`src/rtl/nav_pkg.sv`:
```
// -----------------------------------------------------------------------------
// nav_pkg
// Shared types and default constants for the navigation profiler.
//   nav_state_t : sequencer states (IDLE, HDNG, MV, DEC, DECF)
//   DEF_*       : default speed constants used by the parameter defaults of
//                 nav_profiler and nav_spd_ramp (11-bit speed domain)
// -----------------------------------------------------------------------------
package nav_pkg;

    typedef enum logic [2:0] {
        IDLE = 3'd0,
        HDNG = 3'd1,
        MV   = 3'd2,
        DEC  = 3'd3,
        DECF = 3'd4
    } nav_state_t;

    localparam logic [10:0] DEF_MAX_SPD    = 11'h2A0;
    localparam logic [10:0] DEF_MIN_SPD    = 11'h0D0;
    localparam logic [10:0] DEF_INC        = 11'h018;
    localparam logic [10:0] DEF_FUSION_THR = 11'h150;

endpackage

```
`src/rtl/nav_spd_ramp.sv`:
```
// -----------------------------------------------------------------------------
// nav_spd_ramp
// Saturating forward-speed register. All ramp steps are paced by hdng_rdy.
// Ports:
//   clk, rst  : clock, asynchronous active-high reset (speed -> 0)
//   load      : load MIN_SPD (takes priority, not paced by hdng_rdy)
//   inc       : accelerate by INC per hdng_rdy, clamped at MAX_SPD
//   dec       : decelerate by INC<<DEC_SHIFT per hdng_rdy, floored at 0
//   decf      : decelerate by INC<<DECF_SHIFT per hdng_rdy, floored at 0
//   hdng_rdy  : pacing strobe
//   spd       : current speed
// -----------------------------------------------------------------------------
module nav_spd_ramp
    import nav_pkg::*;
#(
    parameter int               SPD_W      = 11,
    parameter logic [SPD_W-1:0] MAX_SPD    = SPD_W'(DEF_MAX_SPD),
    parameter logic [SPD_W-1:0] MIN_SPD    = SPD_W'(DEF_MIN_SPD),
    parameter logic [SPD_W-1:0] INC        = SPD_W'(DEF_INC),
    parameter int               DEC_SHIFT  = 1,
    parameter int               DECF_SHIFT = 3
) (
    input  logic             clk,
    input  logic             rst,
    input  logic             load,
    input  logic             inc,
    input  logic             dec,
    input  logic             decf,
    input  logic             hdng_rdy,
    output logic [SPD_W-1:0] spd
);

    // Decrement steps are kept wide enough that INC<<DECF_SHIFT never
    // truncates, so the floor comparison is exact.
    localparam int             EW        = SPD_W + DECF_SHIFT;
    localparam logic [EW-1:0]  DEC_STEP  = EW'(INC) << DEC_SHIFT;
    localparam logic [EW-1:0]  DECF_STEP = EW'(INC) << DECF_SHIFT;

    logic [SPD_W:0]  sum;
    logic [EW-1:0]   spd_ext;
    logic [EW-1:0]   step;

    assign sum     = {1'b0, spd} + {1'b0, INC};
    assign spd_ext = EW'(spd);
    assign step    = decf ? DECF_STEP : DEC_STEP;

    // NOTE: state registers use non-blocking assignments so every flop
    // samples pre-edge values regardless of process ordering.
    always_ff @(posedge clk or posedge rst) begin
        if (rst) begin
            spd <= '0;
        end else if (load) begin
            spd <= MIN_SPD;
        end else if (hdng_rdy) begin
            if (inc) begin
                spd <= (sum > {1'b0, MAX_SPD}) ? MAX_SPD : sum[SPD_W-1:0];
            end else if (dec || decf) begin
                spd <= (spd_ext >= step) ? SPD_W'(spd_ext - step) : '0;
            end
        end
    end

endmodule

```
`src/rtl/nav_profiler.sv`:
```
// -----------------------------------------------------------------------------
// nav_profiler
// Forward-motion / heading sequencer between the command layer and the PID.
// Ports:
//   clk, rst            : clock, asynchronous active-high reset
//   strt_hdng, strt_mv  : start requests, sampled in IDLE only (mv wins)
//   stp_lft, stp_rght   : which side openings qualify as stop points
//   opn_cnt             : qualifying opening to stop at (0 treated as 1)
//   abort               : emergency stop
//   hdng_rdy            : pacing strobe for speed changes and timeout count
//   at_hdng             : heading reached
//   lft_opn, rght_opn   : side IR opening levels
//   frwrd_opn           : forward IR opening level
//   frwrd_spd           : forward speed
//   moving              : sequencer not idle
//   en_fusion           : frwrd_spd above FUSION_THR
//   mv_cmplt, hdng_tmo  : registered one-cycle completion / timeout pulses
// -----------------------------------------------------------------------------
module nav_profiler
    import nav_pkg::*;
#(
    parameter int               SPD_W      = 11,
    parameter logic [SPD_W-1:0] MAX_SPD    = SPD_W'(DEF_MAX_SPD),
    parameter logic [SPD_W-1:0] MIN_SPD    = SPD_W'(DEF_MIN_SPD),
    parameter logic [SPD_W-1:0] INC        = SPD_W'(DEF_INC),
    parameter int               DEC_SHIFT  = 1,
    parameter int               DECF_SHIFT = 3,
    parameter logic [SPD_W-1:0] FUSION_THR = SPD_W'(DEF_FUSION_THR),
    parameter int               CNT_W      = 3,
    parameter int               TMO_W      = 8,
    parameter int               HDNG_TMO   = 200
) (
    input  logic             clk,
    input  logic             rst,
    input  logic             strt_hdng,
    input  logic             strt_mv,
    input  logic             stp_lft,
    input  logic             stp_rght,
    input  logic [CNT_W-1:0] opn_cnt,
    input  logic             abort,
    input  logic             hdng_rdy,
    input  logic             at_hdng,
    input  logic             lft_opn,
    input  logic             rght_opn,
    input  logic             frwrd_opn,
    output logic [SPD_W-1:0] frwrd_spd,
    output logic             moving,
    output logic             en_fusion,
    output logic             mv_cmplt,
    output logic             hdng_tmo
);

    localparam logic [TMO_W-1:0] TMO_LIM = TMO_W'(HDNG_TMO);

    nav_state_t       state, state_nx;
    logic [CNT_W-1:0] rem_cnt, rem_nx;
    logic [TMO_W-1:0] tmo_cnt, tmo_nx;
    logic             lft_prev, rght_prev;
    logic             cmplt_nx, tmo_pls_nx;
    logic             load;
    logic             qual_rise;
    logic             stop_req;
    logic             tmo_hit;
    logic             spd_zero;

    // Simultaneous left and right rises OR together, so they count once.
    assign qual_rise = (stp_lft  & lft_opn  & ~lft_prev) |
                       (stp_rght & rght_opn & ~rght_prev);
    assign stop_req  = abort | ~frwrd_opn;
    assign tmo_hit   = (HDNG_TMO != 0) && (tmo_cnt == TMO_LIM);
    assign spd_zero  = (frwrd_spd == '0);

    // NOTE: every signal written here gets a default first; otherwise any
    // path that skips an assignment would infer a latch.
    always_comb begin
        state_nx   = state;
        rem_nx     = rem_cnt;
        tmo_nx     = tmo_cnt;
        cmplt_nx   = 1'b0;
        tmo_pls_nx = 1'b0;
        load       = 1'b0;
        case (state)
            IDLE: begin
                if (strt_mv) begin
                    state_nx = MV;
                    load     = 1'b1;
                    rem_nx   = (opn_cnt == '0) ? CNT_W'(1) : opn_cnt;
                end else if (strt_hdng) begin
                    state_nx = HDNG;
                    tmo_nx   = '0;
                end
            end
            HDNG: begin
                if (hdng_rdy) tmo_nx = tmo_cnt + 1'b1;
                if (at_hdng || abort) begin
                    state_nx = IDLE;
                    cmplt_nx = 1'b1;
                end else if (tmo_hit) begin
                    state_nx   = IDLE;
                    tmo_pls_nx = 1'b1;
                end
            end
            MV: begin
                if (stop_req) begin
                    state_nx = DECF;
                end else if (qual_rise) begin
                    if (rem_cnt == CNT_W'(1)) state_nx = DEC;
                    else                      rem_nx   = rem_cnt - 1'b1;
                end
            end
            DEC: begin
                if (stop_req) begin
                    state_nx = DECF;
                end else if (spd_zero) begin
                    state_nx = IDLE;
                    cmplt_nx = 1'b1;
                end
            end
            DECF: begin
                if (spd_zero) begin
                    state_nx = IDLE;
                    cmplt_nx = 1'b1;
                end
            end
            default: state_nx = IDLE;
        endcase
    end

    always_ff @(posedge clk or posedge rst) begin
        if (rst) begin
            state     <= IDLE;
            rem_cnt   <= '0;
            tmo_cnt   <= '0;
            lft_prev  <= 1'b0;
            rght_prev <= 1'b0;
            mv_cmplt  <= 1'b0;
            hdng_tmo  <= 1'b0;
        end else begin
            state     <= state_nx;
            rem_cnt   <= rem_nx;
            tmo_cnt   <= tmo_nx;
            lft_prev  <= lft_opn;
            rght_prev <= rght_opn;
            mv_cmplt  <= cmplt_nx;
            hdng_tmo  <= tmo_pls_nx;
        end
    end

    nav_spd_ramp #(
        .SPD_W      (SPD_W),
        .MAX_SPD    (MAX_SPD),
        .MIN_SPD    (MIN_SPD),
        .INC        (INC),
        .DEC_SHIFT  (DEC_SHIFT),
        .DECF_SHIFT (DECF_SHIFT)
    ) u_ramp (
        .clk      (clk),
        .rst      (rst),
        .load     (load),
        .inc      (state == MV),
        .dec      (state == DEC),
        .decf     (state == DECF),
        .hdng_rdy (hdng_rdy),
        .spd      (frwrd_spd)
    );

    assign moving    = (state != IDLE);
    assign en_fusion = (frwrd_spd > FUSION_THR);

endmodule

```
`config.mk`:
```
export PLATFORM = sky130hd
export DESIGN_NAME = nav_profiler
export DESIGN_NICKNAME = d
export VERILOG_FILES = /design/src/rtl/nav_pkg.sv /design/src/rtl/nav_spd_ramp.sv /design/src/rtl/nav_profiler.sv
export SDC_FILE = /design/constraint.sdc
export NUM_CORES = 1
export LEC_CHECK = 0
export BUFFER_PORTS_ARGS = -buffer_cell sky130_fd_sc_hd__buf_2
export CAP_MARGIN = 20
export CORE_MARGIN = 2
export CORE_UTILIZATION = 58
export DETAILED_ROUTE_END_ITERATION = 10
export PLACE_DENSITY = 0.91
export SLEW_MARGIN = 20
export SYNTH_ARGS = -nofsm -noshare
export SYNTH_HDL_FRONTEND = slang
export SYNTH_HIERARCHICAL = 1
export SYNTH_SLANG_ARGS = --single-unit
```
`constraint.sdc`:
```
create_clock -name clk -period 3.3 [get_ports clk]
set_input_delay 0.495 -clock clk [delete_from_list [all_inputs] [get_ports clk]]
set_output_delay 0.495 -clock clk [all_outputs]
set_load 0.01 [all_outputs]
```
# Yosys cells after proc, flatten, opt, wreduce, memory -nomap -nowiden
# Cells that the tools add are included.
# W data, S select, Z words.
[classes]
n_bitwise = 9
n_mux = 36
eq_ne = 17
reduce_logical = 14
addsub = 4
order_cmp = 3
[ops]
columns = ["operator", "n"]
rows = [
  ["$mux W11", 6],
  ["$mux W3", 14],
  ["$mux W8", 4],
  ["$pmux W8 S2", 1],
  ["$pmux W3 S5", 1],
  ["$ge A11 B14 Y1", 1],
  ["$ne A2 B2 Y1 const B", 7],
  ["$add A11 B5 Y12 const B", 1],
  ["$gt A12 B10 Y1 const B", 1],
  ["$ne A3 B3 Y1 const B", 4],
  ["$gt A11 B9 Y1 const B", 1],
  ["$logic_not A11 Y1", 1],
  ["$sub A11 B11 Y11", 1],
  ["$add A8 B1 Y8 const B", 1],
  ["$eq A8 B8 Y1 const B", 1],
  ["$mux W1", 8],
  ["$reduce_and A4 Y1", 2],
  ["$eq A3 B1 Y1 const B", 2],
  ["$eq A3 B2 Y1 const B", 2],
  ["$logic_not A3 Y1", 2],
  ["$pmux W3 S2", 1],
  ["$reduce_bool A2 Y1", 3],
  ["$reduce_bool A3 Y1", 2],
  ["$reduce_and A5 Y1", 1],
  ["other kinds (8)", 15],
]
[word_totals]
regBits = 29
out_inout_bits = 15
word_cells = 91
inputBits = 15

# Depth between registers and ports, before layout
# Gate-level depths: netlist (run 1).
[depth]
depth_word = 8
depth_mapped = 13
ltp_nobuf = 12

# By module
# Netlist (run 1), hierarchy kept.
[modules_own_cells]
columns = ["mod", "instances", "cells_each", "area_per_inst_um2"]
rows = [
  ["nav_profiler", 1, 126, 1181.1],
  ["nav_spd_ramp", 1, 112, 928.4],
]

# Least setup slack after synthesis (run 1)
# Ideal clock, no wire load.
[synth_timing]
path_type = "reg2reg"
startpoint = "register state[1]"
endpoint = "register u_ramp.spd[6]"
synth_period_minus_slack_ns = 2.578
setup_slack_ns = 0.722
path_buffers = 1
path_stages_with_launch = 13
setup_time_ns = 0.126
arrival_ns = 2.452
path_cell_list = "dfrtp_1 -> buf_4 -> nor2_1 -> nand2_1 -> inv_1 -> inv_1 -> ha_1 -> and3_1 -> a311o_1 -> nor4_2 -> or3_1 -> o21ai_0 -> a221o_1"
[synth_via]
elab_chain_cells = 8
[synth_lines]
columns = ["item", "line", "rtl"]
rows = [
  ["start, declared", "nav_profiler.sv:55", "nav_state_t state, state_nx;"],
  ["start signal, assigned", "nav_profiler.sv:139", "state <= state_nx;"],
  ["$eq A3 B3 Y1", "nav_profiler.sv:162", ".decf (state == DECF),"],
  ["$mux W8", "nav_spd_ramp.sv:45", "assign step = decf ? DECF_STEP : DEC_STEP;"],
  ["$ge A11 B14 Y1 or $sub A11 B11 Y11 (tied branches)", "nav_spd_ramp.sv:58", "spd <= (spd_ext >= step) ? SPD_W'(spd_ext - step) : '0;"],
  ["$mux W11", "nav_spd_ramp.sv:58", ""],
  ["$mux W11", "nav_spd_ramp.sv:57", "end else if (dec || decf) begin"],
  ["$mux W11", "nav_spd_ramp.sv:55", "if (inc) begin"],
  ["$mux W11", "nav_spd_ramp.sv:54", "end else if (hdng_rdy) begin"],
  ["$mux W11", "nav_spd_ramp.sv:52", "end else if (load) begin"],
  ["end signal, assigned", "nav_spd_ramp.sv:56", "spd <= (sum > {1'b0, MAX_SPD}) ? MAX_SPD : sum[SPD_W-1:0];"],
  ["end signal, assigned", "nav_spd_ramp.sv:58", ""],
  ["end, declared", "nav_spd_ramp.sv:30", "output logic [SPD_W-1:0] spd"],
]
# Parallel ways exist; a longest one is shown, timed or not. The select of a mux whose other input is x is not followed.
# A chain may end at the register's enable or synchronous reset.

# Worst setup path in the final report (run 1)
[layout_timing]
startpoint = "register state[0]"
endpoint = "register u_ramp.spd[6]"
# Same word-level chain as after synthesis.

==> results.ini, run 1 <==
[synthesis]
synthArstFlopShare = 1.000
synth_edf_count = 0
synth_top_cell_by_area = dfrtp_1
synth_top_area_share = 0.3084
netlist_area_um2 = 2110
ys_top_cells_by_area = dfrtp_1, ha_1, nor2_1
yosysWarnings = 6
ys_types = 66
synth-seq-area-share = 0.3084
synth_flop_cell = dfrtp_1
synth_area_per_cell_um2 = 8.864
synthCells = 238
synth_seq_cells = 26

[timing]
finalSetupViolations = 0
rsz0062_at_grt = no
skew_ps = 20.74
relSlewSlack = 0.5259
finalCritPeriodShare = 0.8988
tns_ps = 0
worst-slew-pin-transition_ps = 706.9
hold_violations = 0
whs_ps = 101.8
fmax_mhz = 337.2
report.final.slew_viol_count = 0
fin_crit_ps = 2966

[placement]
gp_congestion = 0.9544
postPlaceCellArea_um2 = 2227
portBuffers = 26
dp.cells = 301
post-dp-hpwl_um = 3745

[cts]
root_buffer = clkbuf_4
clock_latency_ps = 340
cts_hold_buf = 0
post_cts_buffers = 0
path_clk_slew_ps = 160
cts_tree = yes
clk_path_buf_depth = 2
cts.sinks = 26
cts_resized = 0
ctsHtreeMaxLevel = 1
cts_buffers = 3

[min_path]
min_path_type = in2async

[setup_path]
ff2ff_path_depth = 11
crit_path_start_kind = flip-flop
r2r-start = state[0]
crit_required_ps = 3520
worst_path_largest_cell_delay_ps = 540
crit_path_end_kind = flip-flop
crit_path_top_delay_cell = dfrtp_1
reg2reg_slack_ps = 330
path_cells = nor2_1, nand2_1, inv_1, inv_1, ha_1, and3_1, a311o_1, nor4_2, or3_1, o21ai_0, a221o_1
crit_path_max_fanout = 11
arrival_ps = 3190
worstSetupPathType = reg2reg
crit_top_cell = inv_1
reg2reg_to = u_ramp/spd[6]

[detailed_routing]
post_drt_wl_per_cell_um = 16.99
antenna_left = 0
drc_errors = 0
drt-initial-drc-count = 102
drt-total-wl_um = 5183
dr.pass1.iters = 4
vias_per_cell = 6.374
num_vias = 1944

[power]
power.switching_uw = 955.0
p_comb_frac = 0.580
finalPower_mw = 1.982
ir_drop_mv = 0.4754
p_sw_frac = 0.4819
p_clk_frac = 0.115
internal-power_mw = 1.027
pwr-share-seq = 0.305
p_per_area_nw_per_um2 = 867.5
leakagePower_nw = 0.9690

[status]
run_status = completed

[finish]
num_antenna_cells = 0
final_nets = 285
drive_gt1_frac = 0.2085
fillers = 280
layout_common_cells = dfrtp_1, buf_2, nor2_1
area_growth_pct = 8.304
fin_area_um2 = 2285
instances_no_fill = 305

[floorplanning]
core_um2 = 3416
die_w_um = 64.31
initial_core_util = 0.6176
num_rows = 21
dieArea_um2 = 4136
ios = 30
die_y_um = 64.31

[grt]
grt_pass1_vias = 1835
antenna_found_initial = 0
track_usage = 0.2789
grt_pass1_wl_um = 9004
globalRouteOverflowTotal = 0
grt_max_degree = 19

[run]
drv_cap = 0

[per-layer routing]
metal	vias to the layer above	wire length [um]	global-route usage
li1	920	-	-
met1	918	2140	0.3709
met2	91	2549	0.4505
met3	15	365	0.04577
met4	0	127	0.1170
met5	-	0	0
[cell type report]
type,count,area [um^2],area share
Clock buffer,3,22.52,0.009858
Clock inverter,1,30.03,0.01314
Inverter,16,60.06,0.02629
Multi-Input combinational cell,186,1326,0.5805
Sequential cell,26,650.6,0.2848
Tap cell,46,57.56,0.02519
Timing Repair Buffer,27,137.6,0.06024
[stage by stage]
| stage | setup WS [ps] | util |
|---|---|---|
| floorplan | 722.4 | - |
| global placement | 544.8 | 0.6520 |
| detailed placement | 460.4 | 0.6520 |
| CTS | 400.3 | 0.6674 |
| global route | 148.4 | 0.6689 |
| finish | 334.0 | 0.6689 |
[cell families after synthesis]
family	after synthesis	synth area share
AND/OR/NAND/NOR	104	0.3025
AO/OA/AOI/OAI	60	0.2147
buffers and inverters	28	0.06880
flip-flops	26	0.3084
adder cells (fa/ha/maj)	10	0.06287
XOR/XNOR	7	0.02906
multiplexers	2	0.01186
other	1	0.001778
[power by group through the flow]
stage	combinational, mW	clock, mW	sequential [mW]
2_1_floorplan	0.944	0	0.515
3_5_place_dp	1.11	0	0.606
5_1_grt	1.27	0.251	0.632
3_3_place_gp	1.07	0	0.600
6_report	1.15	0.227	0.605
4_1_cts	1.13	0.227	0.600
[registers in the layout, indices dropped and copies added (netlist names)]
name,count
hdng_tmo,1
lft_prev,1
mv_cmplt,1
rem_cnt,3
rght_prev,1
state,3
tmo_cnt,8
u_ramp/spd,8
[worst max-delay path by stage]
| stage | startpoint | end | cells past startpoint |
|---|---|---|---|
| 2_1_floorplan | state[1] | u_ramp/spd[6] | 12 |
| 3_3_place_gp | state[0] | u_ramp/spd[6] | 11 |
| 3_5_place_dp | state[0] | u_ramp/spd[6] | 11 |
| 4_1_cts | state[0] | u_ramp/spd[6] | 11 |
| 5_1_grt | state[0] | u_ramp/spd[6] | 11 |
| 6_report | state[0] | u_ramp/spd[6] | 11 |
[synthesized netlist by cell type, types with 2 or more instances]
cell and instances:
o32a_1 2, a31oi_1 2, a21oi_2 2, dfrtp_1 26
ha_1 9, o31ai_1 6, nor4b_1 2, buf_4 4
nor2_1 21, nand3_1 4, a21oi_1 7, nor3_1 10
xnor2_1 2, or3_1 6, and2_1 2, or4_4 2
o21ai_2 2, o22ai_1 5, and3_1 4, nand4_1 5
o211ai_1 3, o21ai_0 12, inv_1 16, o21a_1 3
clkbuf_1 3, nor4_1 4, nand2_1 12, nand3b_1 4
nor2b_1 6, xor2_1 5, or3_2 2, nand2b_1 7
buf_6 3, buf_2 2, o31a_1 2
[critical path, delay by kind of cell, from the launching register on]
kind | cells | cell delay [ps]
AND/OR/NAND/NOR | 5 | 910
flip-flops | 1 | 540
AO/OA/AOI/OAI | 3 | 720
adder cells (fa/ha/maj) | 1 | 360
buffers and inverters | 2 | 310
Power figures use the tool's default switching activity.
==> run 2, diff against run 1 <==
--- a/config.mk
+++ b/config.mk
@@ -10,6 +10,7 @@
 export CORE_MARGIN = 2
 export CORE_UTILIZATION = 58
 export DETAILED_ROUTE_END_ITERATION = 10
+export MAX_ROUTING_LAYER = met4
 export PLACE_DENSITY = 0.91
 export SLEW_MARGIN = 20
 export SYNTH_ARGS = -nofsm -noshare
==> run 2 against run 1 <==
Sequential power about the same. Sequential cell count unchanged. Fmax increased by 0.38%. Design area unchanged. Core utilization unchanged. Non-clock buffer count unchanged. Total power about the same. Worst hold slack got worse by 2.7 ps. Critical endpoint unchanged. Highest routed layer unchanged.
==> results.ini, run 2 (synthesis gave the netlist of run 1 again) <==
[status]
run_status = completed

[placement]
post-dp-hpwl_um = 3745  ; unchanged
dp.cells = 301  ; unchanged
postPlaceCellArea_um2 = 2227  ; unchanged
portBuffers = 26  ; unchanged
dp_slack_ps = 460.4  ; unchanged
gp_congestion = 0.9719  ; +1.8%

[cts]
cts_buffers = 3  ; unchanged
cts_tree = yes
cts_hold_buf = 0  ; unchanged
root_buffer = clkbuf_4
cts.sinks = 26  ; unchanged
clock_latency_ps = 350  ; about the same
path_clk_slew_ps = 170  ; about the same
post_cts_buffers = 0  ; unchanged
ctsHtreeMaxLevel = 1  ; unchanged
clk_path_buf_depth = 2  ; unchanged
cts_resized = 0  ; unchanged

[finish]
seqCellArea_um2 = 650.6  ; unchanged
final_nets = 285  ; unchanged
num_antenna_cells = 0  ; unchanged
multi_input_area_um2 = 1326  ; unchanged
fin_area_um2 = 2285  ; unchanged
layout_common_cells = dfrtp_1, buf_2, nor2_1
drive_gt1_frac = 0.2085  ; unchanged
top_regs = tmo_cnt (8), u_ramp/spd (8)
fillers = 280  ; unchanged
instances_no_fill = 305  ; unchanged
area_growth_pct = 8.304  ; unchanged

[power]
leakagePower_nw = 0.9690  ; unchanged
p_per_area_nw_per_um2 = 867.3  ; about the same
ir_drop_mv = 0.4766  ; +0.25%

[grt]
grt_pass1_wl_um = 8956  ; -0.53%
grt_pass1_vias = 1838  ; +0.16%
grt_max_degree = 19  ; unchanged
track_usage = 0.2836  ; +0.004649
antenna_found_initial = 0  ; unchanged
globalRouteOverflowTotal = 0  ; unchanged

[setup_path]
crit_path_max_fanout = 11  ; unchanged
worstSetupPathType = reg2reg
arrival_ps = 3180  ; about the same
crit_path_end_kind = flip-flop
ff2ff_path_depth = 11  ; unchanged
crit_required_ps = 3520  ; about the same
crit_path_start_kind = flip-flop

[timing]
worst-slew-pin-transition_ps = 740.8  ; +33.81 ps
report.final.slew_viol_count = 0  ; unchanged
fin_crit_ps = 2955  ; -11.29 ps
tns_ps = 0  ; unchanged
finalCritPeriodShare = 0.8954  ; -0.003420
setup_slack_ps = 345.3  ; +11.29 ps
relSlewSlack = 0.5032  ; -0.02267
finalSetupViolations = 0  ; unchanged
hold_violations = 0  ; unchanged
rsz0062_at_grt = no
skew_ps = 23.87  ; +3.132 ps
fmax_mhz = 338.4  ; +0.38%

[floorplanning]
die_y_um = 64.31  ; unchanged
die_w_um = 64.31  ; unchanged
core_um2 = 3416  ; unchanged
ios = 30  ; unchanged
num_rows = 21  ; unchanged
initial_core_util = 0.6176  ; unchanged
dieArea_um2 = 4136  ; unchanged

[detailed_routing]
drt-initial-drc-count = 120  ; +18%
vias_per_cell = 6.377  ; about the same
drc_errors = 0  ; unchanged
post_drt_wl_per_cell_um = 17.03  ; +0.19%
num_vias = 1945  ; +0.051%
drt-total-wl_um = 5193  ; +0.19%
antenna_left = 0  ; unchanged
dr.pass1.iters = 4  ; unchanged

[run]
drv_cap = 0  ; unchanged

[min_path]
min_path_type = in2async

## run 2: worst paths after layout
| path | startpoint | end | slack [ps] |
|---|---|---|---|
| max in group asynchronous | rst | tmo_cnt[1] | 2590 |
| min | rst | u_ramp/spd[5] | 100 |
| min in group clk | lft_opn | lft_prev | 250 |
| min reg2reg | rem_cnt[1] | rem_cnt[1] | 540 |
| max | state[0] | u_ramp/spd[6] | 350 |
| max reg2reg | state[0] | u_ramp/spd[6] | 350 |
## run 2: layout make-up
type | count | area share
Clock buffer | 3 | 0.009858
Clock inverter | 1 | 0.01314
Inverter | 16 | 0.02629
Multi-Input combinational cell | 186 | 0.5805
Sequential cell | 26 | 0.2848
Tap cell | 46 | 0.02519
Timing Repair Buffer | 27 | 0.06024
## run 2: per-layer routing
layer	share of wire	up-vias	track usage
li1	-	918	-
met2	0.49	99	0.4492
met3	0.072	15	0.03521
met1	0.41	913	0.3698
met5	0	-	-
met4	0.025	0	0.1170
## run 2: critical path: stages (launching register included)
cell and delay, ps:
dfrtp_1 540, nor2_1 140, nand2_1 80, inv_1 170, inv_1 140, ha_1 360, and3_1 160, a311o_1 350
nor4_2 300, or3_1 220, o21ai_0 100, a221o_1 280
## run 2: stage by stage
| step | hold WS (ps) | total power [mW] | utilization |
|---|---|---|---|
| floorplan | 310.7 | 1.459 | - |
| global placement | 476.9 | 1.670 | 0.6520 |
| detailed placement | 469.4 | 1.717 | 0.6520 |
| CTS | 110.3 | 1.958 | 0.6674 |
| global route | 120.3 | 2.146 | 0.6689 |
| finish | 99.11 | 1.982 | 0.6689 |
## run 2: report_power, final
group	switching (mW)	internal (mW)
combinational	0.652	0.495
clock	0.106	0.123
sequential	0.197	0.409
total	0.955	1.03
==> run 3, diff against run 2 <==
--- a/config.mk
+++ b/config.mk
@@ -12,6 +12,7 @@
 export DETAILED_ROUTE_END_ITERATION = 10
 export MAX_ROUTING_LAYER = met4
 export PLACE_DENSITY = 0.91
+export SETUP_SLACK_MARGIN = 0.4
 export SLEW_MARGIN = 20
 export SYNTH_ARGS = -nofsm -noshare
 export SYNTH_HDL_FRONTEND = slang
==> run 3 against run 2 <==
Fmax up 4.9%. Die area did not move. Worst hold slack hardly changed. Register-to-register slack better by 140 ps. Largest cell class unchanged. Sequential share of layout area fell by 0.75 points. Critical endpoint unchanged. Largest power group unchanged. Count of clock-buffer cells in the layout unchanged.
==> results.ini, run 3 (synthesis gave the netlist of run 1 again) <==
[status]
run_status = completed

[power]
p_per_area_nw_per_um2 = 891.2  ; +2.8%
leakagePower_nw = 0.9970  ; +2.9%
ir_drop_mv = 0.5471  ; +15%

[detailed_routing]
antenna_left = 0  ; unchanged
drt-initial-drc-count = 152  ; +27%
dr.pass1.iters = 4  ; unchanged
vias_per_cell = 6.473  ; +1.5%
drt-total-wl_um = 5529  ; +6.5%
post_drt_wl_per_cell_um = 17.78  ; +4.4%
drc_errors = 0  ; unchanged
num_vias = 2013  ; +3.5%

[cts]
root_buffer = clkbuf_4
cts_tree = yes
cts.sinks = 26  ; unchanged
clock_latency_ps = 340  ; about the same
clk_path_buf_depth = 2  ; unchanged
cts_hold_buf = 0  ; unchanged
path_clk_slew_ps = 170  ; about the same
ctsHtreeMaxLevel = 1  ; unchanged
cts_buffers = 3  ; unchanged

[floorplanning]
initial_core_util = 0.6176  ; unchanged
dieArea_um2 = 4136  ; unchanged
core_um2 = 3416  ; unchanged
ios = 30  ; unchanged
die_w_um = 64.31  ; unchanged
num_rows = 21  ; unchanged
die_y_um = 64.31  ; unchanged

[finish]
final_nets = 291  ; +2.1%
final_common_cell = buf_2
instances_no_fill = 311  ; +2.0%
area_growth_pct = 11.86
drive_gt1_frac = 0.2528  ; +0.04434
layout_common_cells = buf_2, dfrtp_1, nor2_1
num_antenna_cells = 0  ; unchanged
top_regs = tmo_cnt (8), u_ramp/spd (8)

[setup_path]
ff2ff_path_depth = 11  ; unchanged
endpoint = u_ramp/spd[6]
startpoint = state[0]
worstSetupPathType = reg2reg
r2r-start = state[0]
reg2reg_slack_ps = 480  ; +140 ps
arrival_ps = 3040  ; -140 ps
crit_path_end_kind = flip-flop
crit_required_ps = 3530  ; about the same
crit_path_max_fanout = 6  ; -5
reg2reg_to = u_ramp/spd[6]
crit_path_start_kind = flip-flop

[timing]
finalSetupViolations = 0  ; unchanged
skew_ps = 20.25  ; -3.619 ps
report.final.slew_viol_count = 0  ; unchanged
worst-slew-pin-transition_ps = 719.0  ; -21.78 ps
finalCritPeriodShare = 0.8538  ; -0.04151
fin_crit_ps = 2818  ; -137.0 ps
rsz0062_at_grt = no
hold_violations = 0  ; unchanged
tns_ps = 0  ; unchanged
setup_slack_ps = 482.3  ; +137.0 ps
fmax_mhz = 354.9  ; +4.9%
relSlewSlack = 0.5178  ; +0.01461

[placement]
post-dp-hpwl_um = 3745  ; unchanged
dp.cells = 301  ; unchanged
gp_congestion = 0.9719  ; unchanged
portBuffers = 26  ; unchanged
dp_slack_ps = 460.4  ; unchanged

[grt]
track_usage = 0.2836  ; unchanged
globalRouteOverflowTotal = 0  ; unchanged
grt_pass1_vias = 1838  ; unchanged
antenna_found_initial = 0  ; unchanged
grt_pass1_wl_um = 8956  ; unchanged
grt_max_degree = 19  ; unchanged

[min_path]
min_path_type = in2async

[run]
drv_cap = 0  ; unchanged

## run 3: cell types whose count changed in the layout (fill, tap and decap cells not counted), sizes merged
cell	change
buf	+6
## run 3: layer usage
layer / up-vias / part of all wire / track usage
li1: 937 / - / -
met1: 967 / 0.42 / 0.3698
met2: 92 / 0.50 / 0.4492
met3: 17 / 0.056 / 0.03521
met4: 0 / 0.027 / 0.1170
met5: - / 0 / -
## run 3: per-stage QoR
step	hold WS, ps	utilization	total power [mW]	instance area, um^2
after floorplan	310.7	-	1.459	2117
after global placement	476.9	0.6520	1.670	2227
after detailed placement	469.4	0.6520	1.717	2227
after CTS	110.3	0.6674	1.958	2280
after global routing	120.3	0.6908	2.253	2360
final	98.82	0.6908	2.103	2360
## run 3: area by class of cell
class,count,area (um^2)
Fill cell,261,1056
Timing Repair Buffer,33,182.7
Clock buffer,3,22.52
Inverter,16,60.06
Clock inverter,1,30.03
Multi-Input combinational cell,186,1353
Tap cell,46,57.56
Sequential cell,26,654.4
## run 3: what timing repair did
action	CTS	global route
gates resized for setup	0	8
setup endpoints to repair	0	8
setup buffers	0	6
## run 3: critical path, cell delays in order (launching register included)
cell     delay (ps)
dfrtp_2         490
nor2_1          100
nand2_1          90
inv_2           120
inv_2            90
ha_1            340
and3_1          170
a311o_1         390
nor4_4          330
or3_4           210
o21ai_0          80
a221o_1         270
## run 3: worst min path at each step
stage	startpoint	end	slack [ps]	cells after the start
final	rst	u_ramp/spd[5]	100	2
after global routing	rst	u_ramp/spd[5]	120	2
after CTS	rst	u_ramp/spd[5]	110	2
after detailed placement	rst	u_ramp/spd[7]	470	2
after global placement	rst	u_ramp/spd[5]	480	2
after floorplan	rst	u_ramp/spd[10]	310	1
## run 3: power by group
group	internal [mW]	switching, mW	total (mW)
logic	0.562	0.705	1.27
clock network	0.123	0.106	0.229
registers	0.412	0.195	0.607
total	1.10	1.01	2.10
